### src/rtl/cart_unlock_host.sv
// Console-side unlock host for the cartridge mapper: drives the 5Ah/A5h
// unlock addresses, receives the 18-bit framed reply on SO, checks the
// payload against EXPECT and latches SYSTEM_CTRL1 bit 7 on success.
module cart_unlock_host #(
   parameter logic [15:0] EXPECT       = 16'h28A0,
   parameter int unsigned HUNT_TIMEOUT = 8,
   parameter logic [7:0]  ADDR_ACK     = 8'h5A,
   parameter logic [7:0]  ADDR_NAK     = 8'hA5,
   parameter logic [7:0]  ADDR_IDLE    = 8'hFF
) (
   input  logic        CLK,
   input  logic        RSTn,
   input  logic        start,
   input  logic        SO,
   output logic [7:0]  ADDR,
   output logic        ADDR_OE,
   output logic        busy,
   output logic        done,
   output logic        pass,
   output logic [1:0]  err,
   output logic [15:0] rx_data,
   output logic        ctrl1_b7
);

   localparam int unsigned HW = $clog2(HUNT_TIMEOUT) + 1;
   localparam logic [HW-1:0] HUNT_LAST = HW'(HUNT_TIMEOUT - 1);

   typedef enum logic [2:0] {
      IDLE,
      ACK,
      NAK,
      HUNT,
      DATA,
      STOP,
      DONE,
      FAIL
   } state_t;

   state_t          state;
   logic [HW-1:0]   hunt_cnt;
   logic [3:0]      bit_cnt;

   // Unlock sequencer, serial receiver and result flags in one registered FSM.
   always_ff @(posedge CLK) begin
      if (!RSTn) begin
         state    <= IDLE;
         ADDR     <= ADDR_IDLE;
         ADDR_OE  <= 1'b0;
         busy     <= 1'b0;
         done     <= 1'b0;
         pass     <= 1'b0;
         err      <= 2'd0;
         rx_data  <= '0;
         ctrl1_b7 <= 1'b0;
         hunt_cnt <= '0;
         bit_cnt  <= '0;
      end else begin
         case (state)
            IDLE, DONE, FAIL: begin
               if (start) begin
                  state   <= ACK;
                  ADDR    <= ADDR_ACK;
                  ADDR_OE <= 1'b1;
                  busy    <= 1'b1;
                  done    <= 1'b0;
                  pass    <= 1'b0;
                  err     <= 2'd0;
               end
            end
            ACK: begin
               state <= NAK;
               ADDR  <= ADDR_NAK;
            end
            NAK: begin
               state    <= HUNT;
               ADDR     <= ADDR_IDLE;
               ADDR_OE  <= 1'b0;
               hunt_cnt <= '0;
            end
            HUNT: begin
               if (!SO) begin
                  state   <= DATA;
                  bit_cnt <= '0;
               end else if (hunt_cnt == HUNT_LAST) begin
                  state <= FAIL;
                  err   <= 2'd1;
                  done  <= 1'b1;
                  busy  <= 1'b0;
               end else begin
                  hunt_cnt <= hunt_cnt + HW'(1);
               end
            end
            DATA: begin
               rx_data <= {SO, rx_data[15:1]};
               bit_cnt <= bit_cnt + 4'd1;
               if (bit_cnt == 4'd15) begin
                  state <= STOP;
               end
            end
            STOP: begin
               done <= 1'b1;
               busy <= 1'b0;
               if (SO) begin
                  state <= FAIL;
                  err   <= 2'd2;
               end else if (rx_data == EXPECT) begin
                  state    <= DONE;
                  pass     <= 1'b1;
                  ctrl1_b7 <= 1'b1;
               end else begin
                  state <= FAIL;
                  err   <= 2'd3;
               end
            end
            default: begin
               state <= IDLE;
            end
         endcase
      end
   end

endmodule
### config.mk
export PLATFORM = sky130hd
export DESIGN_NAME = cart_unlock_host
export DESIGN_NICKNAME = d
export VERILOG_FILES = /design/src/rtl/cart_unlock_host.sv
export SDC_FILE = /design/constraint.sdc
export NUM_CORES = 1
export LEC_CHECK = 0
export ABC_AREA = 1
export CORE_AREA = 2 2 57 59
export CTS_BUF_LIST = sky130_fd_sc_hd__clkbuf_4 sky130_fd_sc_hd__clkbuf_8
export DETAILED_ROUTE_END_ITERATION = 8
export DIE_AREA = 0 0 59 61
export PLACE_DENSITY = 0.83
export SLEW_MARGIN = 20
export SYNTH_ARGS = -nofsm -noshare
export SYNTH_HDL_FRONTEND = slang
export SYNTH_SLANG_ARGS = --single-unit
### constraint.sdc
create_clock -name CLK -period 3 [get_ports CLK]
set_input_delay 0.45 -clock CLK [delete_from_list [all_inputs] [get_ports CLK]]
set_output_delay 0.45 -clock CLK [all_outputs]
set_load 0.01 [all_outputs]
# After elaboration in Yosys (flattened, before gate mapping)
# Cells that the tools add are included.
[classes]
add_sub_neg = 2
eq_ne = 20
mux = 32
n_bitwise = 1
n_reduce_logical = 17
[op_table]
columns = ["op", "n"]
rows = [
  ["case mux 8 bit (3 select lines)", 1],
  ["case mux 3 bit (6 select lines)", 1],
  ["equality test 16 x 14 -> 1 bit, second input constant", 1],
  ["!= test 2 bit, second input constant", 8],
  ["case mux 4 bit (2 select lines)", 2],
  ["equality test 3 bit, second input constant", 4],
  ["two-way mux 3 bit", 4],
  ["two-way mux 4 bit", 3],
  ["two-way mux 1 bit", 10],
  ["two-way mux 2 bit", 5],
  ["AND reduction 3 bit", 3],
  ["adder 4 x 1 -> 4 bit, second input constant", 2],
  ["two-way mux 8 bit", 1],
  ["AND reduction 4 bit", 2],
  ["nonzero test 2 bit", 4],
  ["equality test 3 x 2 -> 1 bit, second input constant", 2],
  ["!= test 3 bit, second input constant", 2],
  ["case mux 1 bit (3 select lines)", 2],
  ["case mux 2 bit (3 select lines)", 1],
  ["AND reduction 2 bit", 3],
  ["nonzero test 3 bit", 2],
  ["AND reduction 5 bit", 1],
  ["equality test 4 x 3 -> 1 bit, second input constant", 1],
  ["equality test 4 bit, second input constant", 1],
  ["5 further kinds", 6],
]
[totals]
reg_bits = 42
in_bits = 4
out_inout_bits = 31
wordCells = 83

# Longest topological paths before layout
[depth]
depth_word = 4
mapped_depth = 10

# Worst setup path after synthesis
# No wires, ideal clock.
[synth_path]
path_kind = "register to register"
from = "register hunt_cnt[0]"
to = "register err[0]"
setup_ps = 115
arrival_time_ps = 1081
t_required_ps = 2885
slack_ps = 1804
path_stages_with_launch = 11
n_path_buf = 0
synth_period_minus_slack_ps = 1196
cell_sequence = "dfxtp_1 -> ha_1 -> nand3_1 -> nand2_1 -> nand2_1 -> inv_1 -> nand2_1 -> nor2_1 -> nand3_1 -> nand2_1 -> nor2_1"
[synth_via]
elab_chain_cells = 3
[synth_rtl]
columns = ["item", "line", "text"]
rows = [
  ["start: declaration", "40", "logic [HW-1:0] hunt_cnt;"],
  ["start signal: assignment", "90", "hunt_cnt <= hunt_cnt + HW'(1);"],
  ["equality test 4 x 3 -> 1 bit", "84", "end else if (hunt_cnt == HUNT_LAST) begin"],
  ["!= test 2 bit (no source line)", "-", ""],
  ["AND reduction 5 bit (no source line)", "-", ""],
  ["end signal: assignment", "86", "err <= 2'd1;"],
  ["end signal: assignment", "105", "err <= 2'd2;"],
  ["end signal: assignment", "112", "err <= 2'd3;"],
  ["end: declaration", "20", "output logic [1:0] err,"],
]
# No other way between the ends.
# A chain may end at the register's enable or synchronous reset.

# Worst setup path in the final report
[layout_path]
from = "register rx_data[6]"
to = "output port rx_data[6]"
[layout_lines]
columns = ["item", "line", "text"]
rows = [
  ["start: declaration", "21", "output logic [15:0] rx_data,"],
  ["start signal: assignment", "94", "rx_data <= {SO, rx_data[15:1]};"],
]
# No word-level cell between the ends.

==> flow_summary_export.csv <==
group,metric,value,unit
routing,dr.pass1.iters,4,
critical_path,path_cells,"clkdlybuf4s50_1",
critical_path,r2r-end,"bit_cnt[3]$_SDFFE_PN0P_",
critical_path,arrival,1.28,ns
die,num_io_pins,35,
run,drv.max_cap_violation_count,0,
routing,ant_nets,0,
die,fp.dieH,61,um
critical_path,critical_path_class,"flop to output pin",
clocking,tritoncts_clock_tree,"built",
global_routing,grt_use_met2,0.286,
global_routing,grt_max_degree,28,
timing,finalMaxSlewViolations,0,
clocking,post_cts_hold_buffer_count,0,
critical_path,worst_path_max_delay_cell,"sky130_fd_sc_hd__clkdlybuf4s50_1",
yosys,synth_fp_nets,227,
clocking,root_buffer,"sky130_fd_sc_hd__clkbuf_4",
global_routing,grt.busiest_layer,"met2",
placed_design,portBuffers,34,
critical_path,cpLargestDelayFamily,"buffers and inverters",
global_routing,global_route.usage.met1,0.273,
final_layout,final_cells,283,
timing,finClkSkew,0.00499,ns
placed_design,finalWeightedCongestion,0.919,
timing,maxClockFrequency,578,MHz
die,die_wd,59,um
yosys,yosys_warnings,0,
die,core.rowCount,20,
die,floorplan.die_area,0.00360,mm2
timing,rsz0062_at_grt,"false",
final_layout,final_nets,258,
final_layout,areaGrowthSynthToFinish,23.3,%
final_layout,antennaDiodeCount,0,
routing,routed_via_density,5.23,
global_routing,grt_first_pass_wirelength,5330,um
global_routing,grt_pass1_vias,1168,
critical_path,r2r_cells,9,
final_layout,layout-drive-gt1-share,0.0360,
yosys,mappedNetlistArea,0.00156,mm2
yosys,netlist.area_leader.share,0.463,
yosys,post_synth_inst_count,221,
clocking,cts_inserted_buffers,5,
yosys,yosysTopAreaCell,"sky130_fd_sc_hd__dfxtp_1",
critical_path,worst_setup_path_end_kind,"output pin",
global_routing,antenna_found_initial,0,
timing,worstMarginPinSlew,0.292,ns
yosys,synth_ff_type,"sky130_fd_sc_hd__dfxtp_1",
critical_path,regToRegSetupSlack,1.41,ns
routing,drc,0,
min_path,hold_path.class,"flop to flop",
critical_path,number_of_buffer_and_inverter_stages_on_the_critical_path,1,
routing,drt_wl_total,3220,um
power,irDropWorstVdd,0.443,mV
clocking,ctsResizeCount,0,
global_routing,globalRoute.totalOverflow,0,
die,fp.coreArea,0.00295,mm2
timing,fin_setup_tns,0,ns
placed_design,dpl.hpwl,2210,um
yosys,yosysMostFrequentCell,"sky130_fd_sc_hd__nand2_1",
clocking,clock_sinks,36,
timing,setup-violations-final,0,
placed_design,dpl.cell_count,278,
critical_path,timing.critical_path.slowest_cell_delay,0.56,ns
clocking,cts-htree-levels,2,
clocking,clk_path_buf_depth,2,
die,initial_core_util,0.527,
critical_path,crit_path_capture,"rx_data[6]",
yosys,post_synthesis_register_bit_count,36,
yosys,cell_types_with_the_highest_counts_after_synthesis,"sky130_fd_sc_hd__nand2_1 (43), sky130_fd_sc_hd__nor2_1 (41), sky130_fd_sc_hd__dfxtp_1 (36), sky130_fd_sc_hd__a21oi_1 (25), sky130_fd_sc_hd__o21ai_0 (22)",
critical_path,path_max_fanout,4,
routing,drt_iter0_markers,34,
final_layout,fillers,269,
yosys,mean_cell_area_of_the_mapped_netlist,7.04,um2
routing,avgRoutedWirePerCell,11.4,um
timing,min_period,1.73,ns
yosys,synth_area_leaders,"sky130_fd_sc_hd__dfxtp_1 (46%), sky130_fd_sc_hd__nand2_1 (10%), sky130_fd_sc_hd__nor2_1 (9.9%), sky130_fd_sc_hd__a21oi_1 (8.0%), sky130_fd_sc_hd__o21ai_0 (7.1%)",
yosys,ys_seq_area_frac,0.463,
power,power_density,896,mW/mm2
critical_path,timing.critical_path.required,2.55,ns
timing,post-route-period-util,0.577,
run_status,outcome,"completed",
clocking,insertion_delay,0.33,ns
timing,final_count_of_hold_timing_violations,0,
clocking,cts_post_setup_buffers_inserted,0,
critical_path,cp.depth,1,
global_routing,overall_global_routing_usage,0.199,
critical_path,r2r-start,"state[1]$_SDFFE_PN0P_",
critical_path,setup.worst_path.start,"rx_data[6]$_SDFFE_PN0P_",
power,p_leak,0.818,nW
yosys,fraction_of_synthesis_flops_using_an_asynchronous_set_or_reset_pin,0,
critical_path,cp-start-kind,"flop",
yosys,synthDistinctLibCells,19,
global_routing,gr-usage-met3,0.0640,
yosys,synth_edf_count,0,
timing,max-slew-margin-rel,0.805,
routing,detailroute.via_count,1481,
clocking,path_clk_slew,0.09,ns
worst min-delay path by stage:
stage	end	cells after the start	slack, ns	from
after CTS	ctrl1_b7$_SDFFE_PN0P_	2	0.45	ctrl1_b7$_SDFFE_PN0P_
after floorplan	hunt_cnt[3]$_SDFFE_PN0P_	2	0.44	hunt_cnt[3]$_SDFFE_PN0P_
final	ctrl1_b7$_SDFFE_PN0P_	2	0.45	ctrl1_b7$_SDFFE_PN0P_
after detailed placement	ctrl1_b7$_SDFFE_PN0P_	2	0.44	ctrl1_b7$_SDFFE_PN0P_
after global placement	ctrl1_b7$_SDFFE_PN0P_	2	0.44	ctrl1_b7$_SDFFE_PN0P_
after global routing	ADDR_OE$_SDFFE_PN0P_	2	0.49	ADDR_OE$_SDFFE_PN0P_
registers in the layout, summed over array words and instances (netlist names):
signal    cells
ADDR          2
ADDR_OE       1
bit_cnt       4
busy          1
ctrl1_b7      1
done          1
err           2
hunt_cnt      4
pass          1
rx_data      16
state         3
stage by stage:
step                      cell area (um2)  hold slack [ns]   util  total power [mW]  setup slack [ns]
after floorplan                      1560            0.439      -              1.19              1.80
after global placement               1880            0.445  0.637              1.50              1.20
after detailed placement             1880            0.441  0.637              1.51              1.15
after CTS                            1920            0.455  0.650              1.73              1.25
after global routing                 1920            0.494  0.650              1.85              1.20
final                                1920            0.454  0.650              1.72              1.27
layer usage:
layer  wire, um  share of wire
met3        203          0.063
met5          0              0
met2       1410           0.44
met4         68          0.021
met1       1540           0.48
cell usage in the layout (no fill, tap or decap):
| master | instances |
|---|---|
| sky130_fd_sc_hd__a21oi_1 | 25 |
| sky130_fd_sc_hd__buf_4 | 2 |
| sky130_fd_sc_hd__nand3_1 | 15 |
| sky130_fd_sc_hd__o21ai_0 | 22 |
| sky130_fd_sc_hd__xor2_1 | 1 |
| sky130_fd_sc_hd__a31oi_1 | 1 |
| sky130_fd_sc_hd__nor3_1 | 1 |
| sky130_fd_sc_hd__a211oi_1 | 1 |
| sky130_fd_sc_hd__dfxtp_1 | 36 |
| sky130_fd_sc_hd__inv_1 | 18 |
| sky130_fd_sc_hd__clkbuf_4 | 5 |
| sky130_fd_sc_hd__nand3_2 | 1 |
| sky130_fd_sc_hd__nor2_1 | 41 |
| sky130_fd_sc_hd__nand2_1 | 43 |
| sky130_fd_sc_hd__inv_2 | 1 |
| sky130_fd_sc_hd__ha_1 | 2 |
| sky130_fd_sc_hd__clkinv_1 | 1 |
| sky130_fd_sc_hd__clkdlybuf4s50_1 | 34 |
layout make-up:
type                    instances  area, um2  area share
well taps                      33       41.3      0.0215
clock buffers                   5       37.5      0.0196
repair buffers                 36        355       0.185
inverters                      20       75.1      0.0391
flip-flops and latches         36        721       0.376
multi-input cells             153        688       0.359
tightest hold or removal path, delay by kind of cell (launching register included):
kind / cells / cell delay [ns]
flops: 1 / 0.32
compound gates: 1 / 0.05
buf+inv: 1 / 0.04
power breakdown:
| group | total [mW] | switching [mW] | internal (mW) |
|---|---|---|---|
| Clock | 0.218 | 0.140 | 0.0783 |
| Combinational | 0.782 | 0.407 | 0.375 |
| Sequential | 0.718 | 0.113 | 0.605 |
cell families after synthesis:
family                     count (synthesis)  synth area share
adders and majority gates                  2            0.0161
buffers and inverters                     32            0.0941
DFF                                       36             0.463
AOI/OAI and AO/OA                         49             0.160
xor gates and xnor gates                   1           0.00563
and+or+nand+nor                          101             0.261
(Power assumes the default switching activity.)
